`config.mk`:
```
export PLATFORM = sky130hd
export DESIGN_NAME = dl_skid_buf
export DESIGN_NICKNAME = d
export VERILOG_FILES = /design/src/rtl/dl_skid_buf.sv
export SDC_FILE = /design/constraint.sdc
export NUM_CORES = 1
export LEC_CHECK = 0
export BUFFER_PORTS_ARGS = -buffer_cell sky130_fd_sc_hd__buf_4
export CAP_MARGIN = 10
export CORE_ASPECT_RATIO = 0.9
export CORE_MARGIN = 2
export CORE_UTILIZATION = 35
export CTS_CLUSTER_SIZE = 10
export DETAILED_ROUTE_END_ITERATION = 10
export PLACE_DENSITY = 0.65
export SYNTH_ARGS = -nofsm -noshare
export SYNTH_HDL_FRONTEND = slang
export SYNTH_SLANG_ARGS = --single-unit
```
`constraint.sdc`:
```
create_clock -name clk -period 1.5 [get_ports clk]
set_clock_uncertainty 0.05 [all_clocks]
set_input_delay 0.15 -clock clk [delete_from_list [all_inputs] [get_ports clk]]
set_output_delay 0.15 -clock clk [all_outputs]
set_load 0.02 [all_outputs]
```
`src/rtl/dl_skid_buf.sv`:
```
// ---------------------------------------------------------------------------
// dl_skid_buf
//
// Two-entry valid/ready skid buffer. A main register drives out_data. A skid
// register catches one extra payload that arrives while the downstream is
// stalled. The handshake outputs come straight from flops, so there is no
// combinational path from out_rdy to in_rdy.
//
// Optional feature (compile-time macro):
//   DL_SKID_BUF_XFER_CNT_EN  defined   -> 16-bit wrapping count of output
//                                         transfers on xfer_cnt
//                            undefined -> counter removed, xfer_cnt tied to 0
//
// Parameters:
//   NUM_BITS  payload width in bits
//
// Ports:
//   clk       single clock, rising edge
//   rst_n     asynchronous, active-low reset
//   in_val    upstream payload valid
//   in_rdy    buffer can accept a payload this cycle
//   in_data   upstream payload
//   out_val   out_data holds a valid payload
//   out_rdy   downstream accepts the payload
//   out_data  registered payload (main register)
//   xfer_cnt  count of completed output transfers
// ---------------------------------------------------------------------------
module dl_skid_buf #(
  parameter int NUM_BITS = 1
) (
  input  logic                clk,
  input  logic                rst_n,
  input  logic                in_val,
  output logic                in_rdy,
  input  logic [NUM_BITS-1:0] in_data,
  output logic                out_val,
  input  logic                out_rdy,
  output logic [NUM_BITS-1:0] out_data,
  output logic [15:0]         xfer_cnt
);

  typedef enum logic [1:0] {
    EMPTY = 2'd0,
    BUSY  = 2'd1,
    FULL  = 2'd2
  } state_t;

  state_t              r_state;
  logic [NUM_BITS-1:0] r_main;
  logic [NUM_BITS-1:0] r_skid;
  logic                r_out_val;
  logic                r_in_rdy;

  // The handshake flags are registered copies of the state decode:
  //   out_val = (state != EMPTY), in_rdy = (state != FULL).
  // Each branch that moves the state also updates both flags.
  always_ff @(posedge clk or negedge rst_n) begin
    if (!rst_n) begin
      r_state   <= EMPTY;
      r_main    <= '0;
      r_skid    <= '0;
      r_out_val <= 1'b0;
      r_in_rdy  <= 1'b1;
    end else begin
      case (r_state)
        EMPTY: begin
          if (in_val) begin
            r_main    <= in_data;
            r_state   <= BUSY;
            r_out_val <= 1'b1;
            r_in_rdy  <= 1'b1;
          end
        end
        BUSY: begin
          if (in_val && out_rdy) begin
            // The main register is consumed and refilled in the same cycle.
            r_main <= in_data;
          end else if (in_val) begin
            // Downstream is stalled: park the new payload in the skid register.
            r_skid    <= in_data;
            r_state   <= FULL;
            r_out_val <= 1'b1;
            r_in_rdy  <= 1'b0;
          end else if (out_rdy) begin
            r_state   <= EMPTY;
            r_out_val <= 1'b0;
            r_in_rdy  <= 1'b1;
          end
        end
        FULL: begin
          // in_rdy is low here, so in_data is ignored.
          if (out_rdy) begin
            r_main    <= r_skid;
            r_state   <= BUSY;
            r_out_val <= 1'b1;
            r_in_rdy  <= 1'b1;
          end
        end
        default: begin
          r_state   <= EMPTY;
          r_out_val <= 1'b0;
          r_in_rdy  <= 1'b1;
        end
      endcase
    end
  end

  assign out_val  = r_out_val;
  assign in_rdy   = r_in_rdy;
  assign out_data = r_main;

`ifdef DL_SKID_BUF_XFER_CNT_EN
  logic        w_out_xfer;
  logic [15:0] r_xfer_cnt;

  assign w_out_xfer = r_out_val & out_rdy;

  // Wraps naturally from 0xFFFF to 0x0000.
  always_ff @(posedge clk or negedge rst_n) begin
    if (!rst_n) begin
      r_xfer_cnt <= 16'h0000;
    end else if (w_out_xfer) begin
      r_xfer_cnt <= r_xfer_cnt + 16'h0001;
    end
  end

  assign xfer_cnt = r_xfer_cnt;
`else
  assign xfer_cnt = 16'h0000;
`endif

endmodule

```
# Word level (Yosys, flattened, before mapping)
# Cells that the tools add are included.
# word_totals
ff_bits	6
in_bits	5
out_inout_bits	19
word_cells	40
# op_classes
eq_ne	7
muxes	20
n_bitwise	1
reduce_logical	7
# ops
operator	n
$mux 1	11
$mux 2	5
$pmux 1 s3	3
$ne 2x2->1 const B	4
$reduce_and 4->1	2
$pmux 2 s3	1
$ne 3x3->1 const B	1
$reduce_and 3->1	1
$reduce_bool 3->1	1
$eq 2x1->1 const B	1
$eq 2x2->1 const B	1
$logic_not 2->1	1
$reduce_and 2->1	1
$logic_and 1x1->1	1
$not 1->1	1

# Depth between registers and ports, before layout
# Gate-level depths: netlist of the first run.
# logic_depth
word_depth	4
depth_mapped	6
depth_no_buf	6

# Worst setup path after synthesis of the first run
# No wires, ideal clock.
# synth_timing
path_type	flip-flop to flip-flop
start	reg r_state[0]
end	reg r_out_val, in the netlist out_val
setup_time_ns	0.125
arrival_time_ns	1.457
required_ns	1.325
slack_ns	-0.132
path_stages_with_launch	6
path_buffers	0
synth_period_minus_slack_ns	1.632
path_cell_list	dfrtp_1 > inv_1 > ha_1 > inv_1 > o221ai_1 > mux2_2
# synth_between
elab_chain_cells	3
word_cells_on_any_way	9
classes_between	6 x eq/ne; 1 x mux; 2 x reduce/logical
# synth_rtl
element	line_no	source
from (decl)	48	state_t r_state;
from (signal assigned)	59	r_state <= EMPTY;
from (signal assigned)	69	r_state <= BUSY;
from (signal assigned)	81	r_state <= FULL;
$eq 2x1->1, or another cell as far along	65	case (r_state)
$ne 3x3->1 (no line) / $ne 2x2->1 (equally long branches)	-	
$reduce_and 4->1 (no line)	-	
to (signal assigned)	62	r_out_val <= 1'b0;
to (signal assigned)	70	r_out_val <= 1'b1;
to (signal assigned)	82	r_out_val <= 1'b1;
to (decl)	51	logic r_out_val;
# Several ways; a longest one is shown, not always the timed one.
# A chain may end at the register's enable or synchronous reset.

# Worst setup path in the final report of the first run
# layout_timing
start	reg r_state[0]
end	reg r_main, in the netlist out_data
# layout_between
elab_chain_cells	3
word_cells_on_any_way	9
classes_between	5 x eq/ne; 1 x mux; 3 x reduce/logical
# layout_rtl
element	line_no	source
$eq 2x1->1, or another cell as far along	65	
$ne 2x2->1 (no line) / $reduce_bool 3->1 (equally long branches)	-	
$reduce_and 4->1 (no line)	-	
to (signal assigned)	68	r_main <= in_data;
to (signal assigned)	77	r_main <= in_data;
to (signal assigned)	93	r_main <= r_skid;
to (decl)	49	logic [NUM_BITS-1:0] r_main;
# Several ways; a longest one is shown, not always the timed one.

==> run metrics, run 1 <==
Synth cell types 21; fin crit share 103%; status complete, but fails checks; Hold Crit Class input port to flip-flop; Final min period 1550 ps; placed cell count 81; WHS Path Cells 2; post-layout util 46.6%; most common cell in the netlist buf_4; boundary pin count 24; fill cell count 140; top-area cell type share of the netlist area 23.8%; Overall Global Routing Usage 11.2%; Worst-path clk slew 50 ps; Post-DP HPWL 681 um; Slew Viols, Final 0; FF-to-FF path depth 5; EDFF count, synth 0; Critical Path RT 1560 ps; Inserted Diodes 0; RSZ-0062 raised after global routing true; IO Port Bufs 7; Post-Syn Area 526 um2; share of layout cells above drive strength 1 42.5%; leading cell types by count after synthesis buf_4 (16), dfrtp_1 (5), ha_1 (5); post-synthesis sequential area ratio 28.8%; # rows 13; DR iter-0 viols 2; leakage power about 0.33 nW; syn_area_per_cell 9.38 um2; Critical path origin r_state[0]$_DFFE_PN0P_; CP Capture Type flip-flop; storage element area approximately 150 um2; via/cell ratio 4.14; DR pass1 iterations 4; root buffer cell clkbuf_4; violated checks setup timing; drt total wl between 800 and 900 um; Max-cap violations 0; Synth-to-Final Area Change 26.9%; Final setup viols 2; critical path type flip-flop to flip-flop; cells after synthesis 56; Die W 44.8 um; startpoint types flip-flop; final instance area 667 um2; PnR worst setup slack -49.1 ps; hold_sp in_data; Initial Util 36.7%; first-pass GRT wire length 1.39 mm; R2R Path End out_data$_DFFE_PN0P_; via count 364; number of global-route vias before repair ~350; clock buffer count from CTS 3; Synth area leader dfrtp_1; antenna-violating nets left 0; Power Total ~1.4 mW; H-tree depth 1; pin count of the biggest net entering global routing 8; Sink Count 6; power per standard cell area 2070 mW/mm2; CP Max Fanout 4; total number of yosys warnings 0; Area contributors post-synth dfrtp_1 (24%), buf_4 (23%), ha_1 (12%); WL/cell 9.45 um; Fin. Hold Viols 0; CTS tree built; Register-to-Register Setup Slack -50 ps; Hold Path Sink r_skid$_DFFE_PN0P_; WP data arrival 1610 ps; reg2reg start r_state[0]$_DFFE_PN0P_; die height 40.8 um; Yosys reg bits 6; Nets 84; DRC 0; GPL Wtd Cong 0.779; CTS max path bufs 2; Max VDD drop 1.31 mV; area of the multi-input gates roughly 340 um2; DIE AREA 0.00183 mm2; Post-Layout Cell Count 88; Synth async-reset ratio 100%; Area after DPL between 500 and 600 um2; grt total ovfl 0; Fmax achieved about 650 MHz; Top FF cell, synth dfrtp_1; Worst-Skew Late Latency 240 ps; Core ar. 0.00143 mm2; antenna violations before repair 0
==> cells in the final DEF (no fill, tap or decap), drive strengths merged <==
| cell type | instances |
|---|---|
| clkbuf | 4 |
| nand3 | 1 |
| a221oi | 1 |
| nand2 | 3 |
| buf | 13 |
| inv | 5 |
| dlygate4sd3 | 1 |
| dfstp | 1 |
| o221ai | 1 |
| a31oi | 1 |
| a21oi | 4 |
| a21o | 1 |
| a21boi | 1 |
| conb | 16 |
| nor2 | 2 |
| mux2 | 5 |
| ha | 5 |
| mux2i | 1 |
| and3 | 1 |
| dfrtp | 5 |
| a211oi | 1 |
==> critical path, cell delays in order (launching register included) <==
cell and delay (ps):
dfrtp_1 380, inv_2 80, ha_4 180, a21o_1 160
a221oi_2 230, mux2_1 340
==> kinds of logic (layout without fill, tap and decap cells) <==
| kind of cell | count (synthesis) | in the layout | share of synthesized area (%) |
|---|---|---|---|
| flip-flops | 6 | 6 | 28.8 |
| adder cells (fa/ha/maj) | 5 | 5 | 11.9 |
| multiplexers | 6 | 6 | 12.6 |
| AND/OR/NAND/NOR | 7 | 7 | 5.71 |
| AO/OA/AOI/OAI | 10 | 10 | 13.8 |
| buffers and inverters | 21 | 23 | 26.4 |
| other | 1 | 16 | 0.714 |
==> routing by layer <==
layer  vias up  GRT usage [%]  routed length (um)
li1        190              -                   -
met1       159           11.5                 348
met5         -              0                   0
met4         0           6.62                   0
met3         0           3.08                  54
met2        15           21.0                 429
==> state kept, by name (all words and copies together) (netlist names) <==
signal / flops
out_val: 1
out_data: 1
r_state: 2
r_skid: 1
in_rdy: 1
==> how the worst max path moves through the flow <==
stage	slack (ps)	cells past startpoint	to
after floorplan	-4	5	out_data$_DFFE_PN0P_
after global placement	-60	5	out_data$_DFFE_PN0P_
after detailed placement	-90	5	r_state[1]$_DFFE_PN0P_
after CTS	-80	5	out_data$_DFFE_PN0P_
after global routing	-120	5	out_data$_DFFE_PN0P_
final	-50	5	out_data$_DFFE_PN0P_
==> final cells by class <==
cell class | instances | area share (%)
Clock buffer | 4 | 3.94
Inverter | 5 | 2.81
Multi-Input combinational cell | 44 | 51.6
Sequential cell | 6 | 22.7
Tap cell | 15 | 2.81
Timing Repair Buffer | 14 | 16.1
==> power by group <==
group	total [mW]	leakage [nW]	internal [mW]	switching (mW)
logic	0.922	0.243	0.472	0.451
clock network	0.152	0.0150	0.100	0.0517
registers	0.308	0.0706	0.260	0.0479
==> what timing repair did <==
item	4_1_cts	5_1_grt
hold buffers	1	0
resized for setup	3	2
endpoints found under the hold margin	6	0
buffers inserted	1	1
cloned	0	0
pin swaps	2	4
setup endpoints to repair	4	6
==> per-stage QoR <==
| stage | hold slack (ps) | worst slack [ps] | setup TNS (ps) |
|---|---|---|---|
| floorplan | -196 | -4.13 | -4.13 |
| global placement | -92.1 | -56.0 | -151 |
| detailed placement | -91.9 | -91.9 | -260 |
| CTS | 109 | -78.1 | -204 |
| global route | 116 | -123 | -386 |
| finish | 112 | -49.1 | -57.1 |
No activity file was read; power rests on OpenSTA's default activity.
==> run 2: changes to the inputs <==
--- a/config.mk
+++ b/config.mk
@@ -12,6 +12,7 @@
 export CORE_UTILIZATION = 35
 export CTS_CLUSTER_SIZE = 10
 export DETAILED_ROUTE_END_ITERATION = 10
+export MAX_ROUTING_LAYER = met4
 export PLACE_DENSITY = 0.65
 export SYNTH_ARGS = -nofsm -noshare
 export SYNTH_HDL_FRONTEND = slang
==> run 2 against run 1 <==
  * The flow still finishes with violations (setup timing)
  * Worst hold slack is essentially flat
  * Wire length unchanged
  * Core utilization stayed put
  * Sequential power barely moved
  * Sequential cell count unchanged
  * Critical endpoint unchanged
==> run metrics, run 2 (synthesized netlist as in run 1, its figures left out) <==
Worst-path clk slew 50 ps (about the same); Inserted Diodes 0 (unchanged); Fin. Hold Viols 0 (unchanged); share of layout cells above drive strength 1 42.5% (unchanged); sw frac 39.8% (about the same); DR iter-0 viols 2 (unchanged); violated checks setup timing (unchanged); Fmax achieved 646 MHz (about the same); H-tree depth 1 (unchanged); critical path type flip-flop to flip-flop (unchanged); leakage power 0.329 nW (unchanged); fin crit share 103% (about the same); DRC 0 (unchanged); root buffer cell clkbuf_4 (unchanged); Core ar. 0.00143 mm2 (unchanged); Combinational Power Share 66.7% (about the same); DR pass1 iterations 4 (unchanged); CTS max path bufs 2 (unchanged); status complete, but fails checks (unchanged); first-pass GRT wire length 1.39 mm (unchanged); Initial Util 36.7% (unchanged); CP Max Fanout 4 (unchanged); clock share of power 11.0% (about the same); sequential power share 22.3% (about the same); pre-CTS WS -91.9 ps (unchanged); Cell Int Power 0.832 mW (about the same); WL/cell 9.45 um (unchanged); number of global-route vias before repair 348 (unchanged); DIE AREA 0.00183 mm2 (unchanged); drt total wl 832 um (unchanged); Top reg by flops r_state (unchanged); boundary pin count 24 (unchanged); RSZ-0062 raised after global routing true (unchanged); pin count of the biggest net entering global routing 8 (unchanged); Max-cap violations 0 (unchanged); Hold Crit Class input port to flip-flop (unchanged); antenna-violating nets left 0 (unchanged); Net Sw Power 0.550 mW (about the same); Max VDD drop 1.31 mV (about the same); Nets 84 (unchanged); Sink Count 6 (unchanged); WP data arrival 1610 ps (about the same); startpoint types flip-flop (unchanged); Post-DP HPWL 681 um (unchanged); commonest non-fill, non-tap cell in the layout conb_1 (unchanged); GPL Wtd Cong 0.789 (was 0.779); IO Port Bufs 7 (unchanged); Die W 44.8 um (unchanged); Largest register FFs 2 (unchanged); grt total ovfl 0 (unchanged); via count 364 (unchanged); Synth-to-Final Area Change 26.9% (unchanged); most frequent cells in the layout conb_1 (16), buf_4 (13), dfrtp_1 (5), mux2_2 (4) (unchanged); Final setup viols 2 (unchanged); via/cell ratio 4.14 (unchanged); clock buffer count from CTS 3 (unchanged); # rows 13 (unchanged); smallest hold slack 112 ps (about the same); Final min period 1550 ps (about the same); post-layout util 46.6% (unchanged); Worst-Skew Late Latency 240 ps (about the same); WHS Path Cells 2 (unchanged); Slew Viols, Final 0 (unchanged); die height 40.8 um (unchanged); Overall Global Routing Usage 11.5% (was 11.2%); CTS tree built (unchanged); CP Capture Type flip-flop (unchanged); PnR worst setup slack -49.2 ps (was -49.1 ps); Critical Path RT 1560 ps (about the same); power per standard cell area 2070 mW/mm2 (about the same); FF-to-FF path depth 5 (unchanged); antenna violations before repair 0 (unchanged)
[run 2: area by class of cell]
| cell class | instances | area, um2 |
|---|---|---|
| flip-flops and latches | 6 | 151 |
| clock buffers | 4 | 26.3 |
| repair buffers | 14 | 108 |
| fillers | 140 | 764 |
| well taps | 15 | 18.8 |
| multi-input cells | 44 | 344 |
| inverters | 5 | 18.8 |
[run 2: worst max-delay path, stage by stage (launching register included)]
cell	delay [ps]
dfrtp_1	380
inv_2	80
ha_4	180
a21o_1	160
a221oi_2	230
mux2_1	340
[run 2: stage by stage]
step	setup TNS [ps]	total power, mW	area [um2]	cells
3_3_place_gp	-151	1.14	594	81
6_report	-57.1	1.38	667	88
2_1_floorplan	-4.13	0.914	613	71
4_1_cts	-204	1.34	644	87
3_5_place_dp	-260	1.14	594	81
5_1_grt	-386	1.52	667	88
[run 2: what timing repair did]
| item | in CTS | in global routing |
|---|---|---|
| gates resized for setup | 3 | 2 |
| setup endpoints to repair | 4 | 6 |
| pin swaps | 2 | 4 |
| hold buffers | 1 | 0 |
| endpoints found under the hold margin | 6 | 0 |
| buffers inserted | 1 | 1 |
[run 2: path summary, 6_finish.rpt]
path | start | to | slack, ps
worst max-delay path | r_state[0]$_DFFE_PN0P_ | out_data$_DFFE_PN0P_ | -50
worst min-delay path | in_data | r_skid$_DFFE_PN0P_ | 110
worst max register to register | r_state[0]$_DFFE_PN0P_ | out_data$_DFFE_PN0P_ | -50
worst min register to register | out_data$_DFFE_PN0P_ | out_data$_DFFE_PN0P_ | 430
max in group asynchronous | rst_n | in_rdy$_DFFE_PN1P_ | 990
min in group asynchronous | rst_n | out_val$_DFFE_PN0P_ | 200
[run 2: power groups by stage]
stage	clock, mW	combinational [mW]	sequential (mW)
detailed placement	0	0.826	0.315
global placement	0	0.822	0.314
finish	0.152	0.922	0.308
floorplan	0	0.545	0.369
global route	0.173	1.03	0.321
CTS	0.160	0.867	0.308
[run 2: routing by layer]
metal | GRT usage, % | part of all wire, % | up-vias
li1 | - | - | 190
met5 | - | 0 | -
met2 | 21.0 | 52 | 15
met4 | 6.62 | 0 | 0
met3 | 2.64 | 5.6 | 0
met1 | 11.8 | 43 | 159
==> run 3: changes to the inputs <==
==> config.mk (replaced) <==
export PLATFORM = sky130hd
export DESIGN_NAME = dl_skid_buf
export DESIGN_NICKNAME = d
export VERILOG_FILES = /design/src/rtl/dl_skid_buf.sv
export SDC_FILE = /design/constraint.sdc
export NUM_CORES = 1
export LEC_CHECK = 0
export CAP_MARGIN = 10
export CORE_ASPECT_RATIO = 0.9
export CORE_MARGIN = 2
export CORE_UTILIZATION = 35
export CTS_CLUSTER_SIZE = 10
export DETAILED_ROUTE_END_ITERATION = 10
export DONT_BUFFER_PORTS = 1
export MAX_ROUTING_LAYER = met4
export SYNTH_ARGS = -nofsm -noshare
export SYNTH_HDL_FRONTEND = slang
export SYNTH_SLANG_ARGS = --single-unit
==> run 3 against run 2 <==
  * Register-to-register slack got worse by 30 ps
  * Count of clock-buffer cells in the layout is the same
  * Worst setup slack worse by 34 ps
  * Clock power barely moved
  * Sequential share of layout area grew 2.2 points
  * Sequential cell count stayed put
  * Cell count is 8.0% lower
  * Worst hold slack worse by 93 ps
  * Sequential power increased by 21%
  * Critical path depth unchanged
  * The flow still finishes with violations (setup timing)
  * Via count decreased by 1.6%
  * Highest routed layer is now met4
==> run metrics, run 3 (synthesized netlist as in run 1, its figures left out) <==
status complete, but fails checks (unchanged); violated checks setup timing (unchanged); Slew Viols, Final 0 (unchanged); DR iter-0 viols 2 (unchanged); DIE AREA 0.00183 mm2 (unchanged); Fin. Hold Viols 0 (unchanged); drt total wl 832 um (unchanged); Post-DP HPWL 682 um (was 681 um); boundary pin count 24 (unchanged); Die W 44.8 um (unchanged); Worst-Skew Late Latency 240 ps (about the same); Critical Path RT 1560 ps (about the same); antenna violations before repair 0 (unchanged); Register-to-Register Setup Slack -80 ps (was -50 ps); number of global-route vias before repair 336 (was 348); Hold Path Sink r_skid$_DFFE_PN0P_ (unchanged); Initial Util 36.7% (unchanged); CP peak stage delay 410 ps (was 380 ps); smallest hold slack 18.3 ps (was 112 ps); Synth-to-Final Area Change 15.7% (was 26.9%); Overall Global Routing Usage 11.6% (was 11.5%); WP data arrival 1650 ps (was 1610 ps); first-pass GRT wire length 1.37 mm (was 1.39 mm); H-tree depth 1 (unchanged); antenna-violating nets left 0 (unchanged); CP max stage cell dfrtp_1 (unchanged); Final min period 1580 ps (was 1550 ps); Inserted Diodes 0 (unchanged); Sink Count 6 (unchanged); CTS max path bufs 2 (unchanged); R2R Path End out_data$_DFFE_PN0P_ (unchanged); commonest non-fill, non-tap cell in the layout conb_1 (unchanged); Nets 77 (was 84); GPL Wtd Cong 0.781 (was 0.789); IO Port Bufs 0 (was 7); CTS tree built (unchanged); critical path type flip-flop to flip-flop (unchanged); share of layout cells above drive strength 1 33.3% (was 42.5%); WL/cell 10.3 um (was 9.45 um); worst path cell trace inv_2 -> ha_4 -> a21o_1 -> a221oi_2 -> mux2_1 (unchanged); grt total ovfl 0 (unchanged); power per standard cell area 2150 mW/mm2 (was 2070 mW/mm2); Core ar. 0.00143 mm2 (unchanged); leakage power 0.296 nW (was 0.329 nW); Worst-path clk slew 50 ps (about the same); DRC 0 (unchanged); FF-to-FF path depth 5 (unchanged); PnR worst setup slack -83.7 ps (was -49.2 ps); DR pass1 iterations 4 (unchanged); worst path bufs/invs 1 (unchanged); Top delay family on crit path flip-flops (was compound AO/OA/AOI/OAI gates); Final setup viols 3 (was 2); WHS Path Cells 1 (was 2); Max VDD drop 1.06 mV (was 1.31 mV); hold_sp in_data (unchanged); CP Max Fanout 4 (unchanged); pin count of the biggest net entering global routing 8 (unchanged); # rows 13 (unchanged); die height 40.8 um (unchanged); RSZ-0062 raised after global routing true (unchanged); most frequent cells in the layout conb_1 (16), buf_4 (6), dfrtp_1 (5), a21oi_1 (4), mux2_2 (4) (was conb_1 (16), buf_4 (13), dfrtp_1 (5), mux2_2 (4)); fin crit share 106% (was 103%); reg2reg start r_state[0]$_DFFE_PN0P_ (unchanged); Top reg by flops r_state (unchanged); Hold Crit Class input port to flip-flop (unchanged); startpoint types flip-flop (unchanged); Largest register FFs 2 (unchanged); Fmax achieved 631 MHz (was 646 MHz); pre-CTS WS -102 ps (was -91.9 ps); via/cell ratio 4.42 (was 4.14); via count 358 (was 364); clock buffer count from CTS 3 (unchanged); CP Capture Type flip-flop (unchanged); root buffer cell clkbuf_4 (unchanged); Max-cap violations 0 (unchanged)
[run 3: changes by cell type in the layout (fill, tap and decap cells not counted)]
cell     previous run  this run
a21oi_1             3         4
a21oi_2             1         0
buf_4              13         6
ha_1                2         3
ha_2                1         0
[run 3: report_power, final]
group          internal [mW]  total, mW  switching [mW]
logic                  0.410      0.779           0.368
clock network          0.100      0.155          0.0544
registers              0.261      0.373           0.112
total                  0.772       1.31           0.535
[run 3: routing by layer]
layer | vias up | track usage [%] | part of all wire [%]
met3 | 2 | 3.52 | 7.3
met1 | 161 | 11.5 | 42
met4 | 0 | 11.0 | 1.9
met5 | - | - | 0
li1 | 176 | - | -
met2 | 19 | 18.8 | 49
[run 3: through the flow]
| step | power, mW | TNS [ps] | cells | area, um2 | util (%) |
|---|---|---|---|---|---|
| after global routing | 1.43 | -388 | 81 | 608 | 42.5 |
| after detailed placement | 1.09 | -293 | 74 | 542 | 37.8 |
| after floorplan | 0.914 | -4.13 | 71 | 613 | - |
| final | 1.31 | -191 | 81 | 608 | 42.5 |
| after CTS | 1.30 | -185 | 80 | 597 | 41.7 |
| after global placement | 1.06 | -232 | 74 | 542 | 37.8 |
[run 3: worst max path at each step]
stage          cells after the start                    from                     end
2_1_floorplan                      5  r_state[1]$_DFFE_PN0P_    out_data$_DFFE_PN0P_
3_3_place_gp                       5  r_state[0]$_DFFE_PN0P_  r_state[1]$_DFFE_PN0P_
3_5_place_dp                       5  r_state[0]$_DFFE_PN0P_  r_state[1]$_DFFE_PN0P_
4_1_cts                            5  r_state[0]$_DFFE_PN0P_    out_data$_DFFE_PN0P_
5_1_grt                            5  r_state[0]$_DFFE_PN0P_    out_data$_DFFE_PN0P_
6_report                           5  r_state[0]$_DFFE_PN0P_    out_data$_DFFE_PN0P_
[run 3: what timing repair did]
action / in CTS / in global routing
hold buffers: 1 / 0
setup endpoints to repair: 3 / 5
hold endpoints to repair: 6 / 0
buffers inserted: 1 / 1
resized for setup: 1 / 2
pin swaps: 2 / 0
[run 3: area by class of cell]
cell class	instances	area, um2
Multi-Input combinational cell	44	338
Fill cell	129	823
Tap cell	15	18.8
Timing Repair Buffer	7	55.1
Inverter	5	18.8
Sequential cell	6	151
Clock buffer	4	26.3
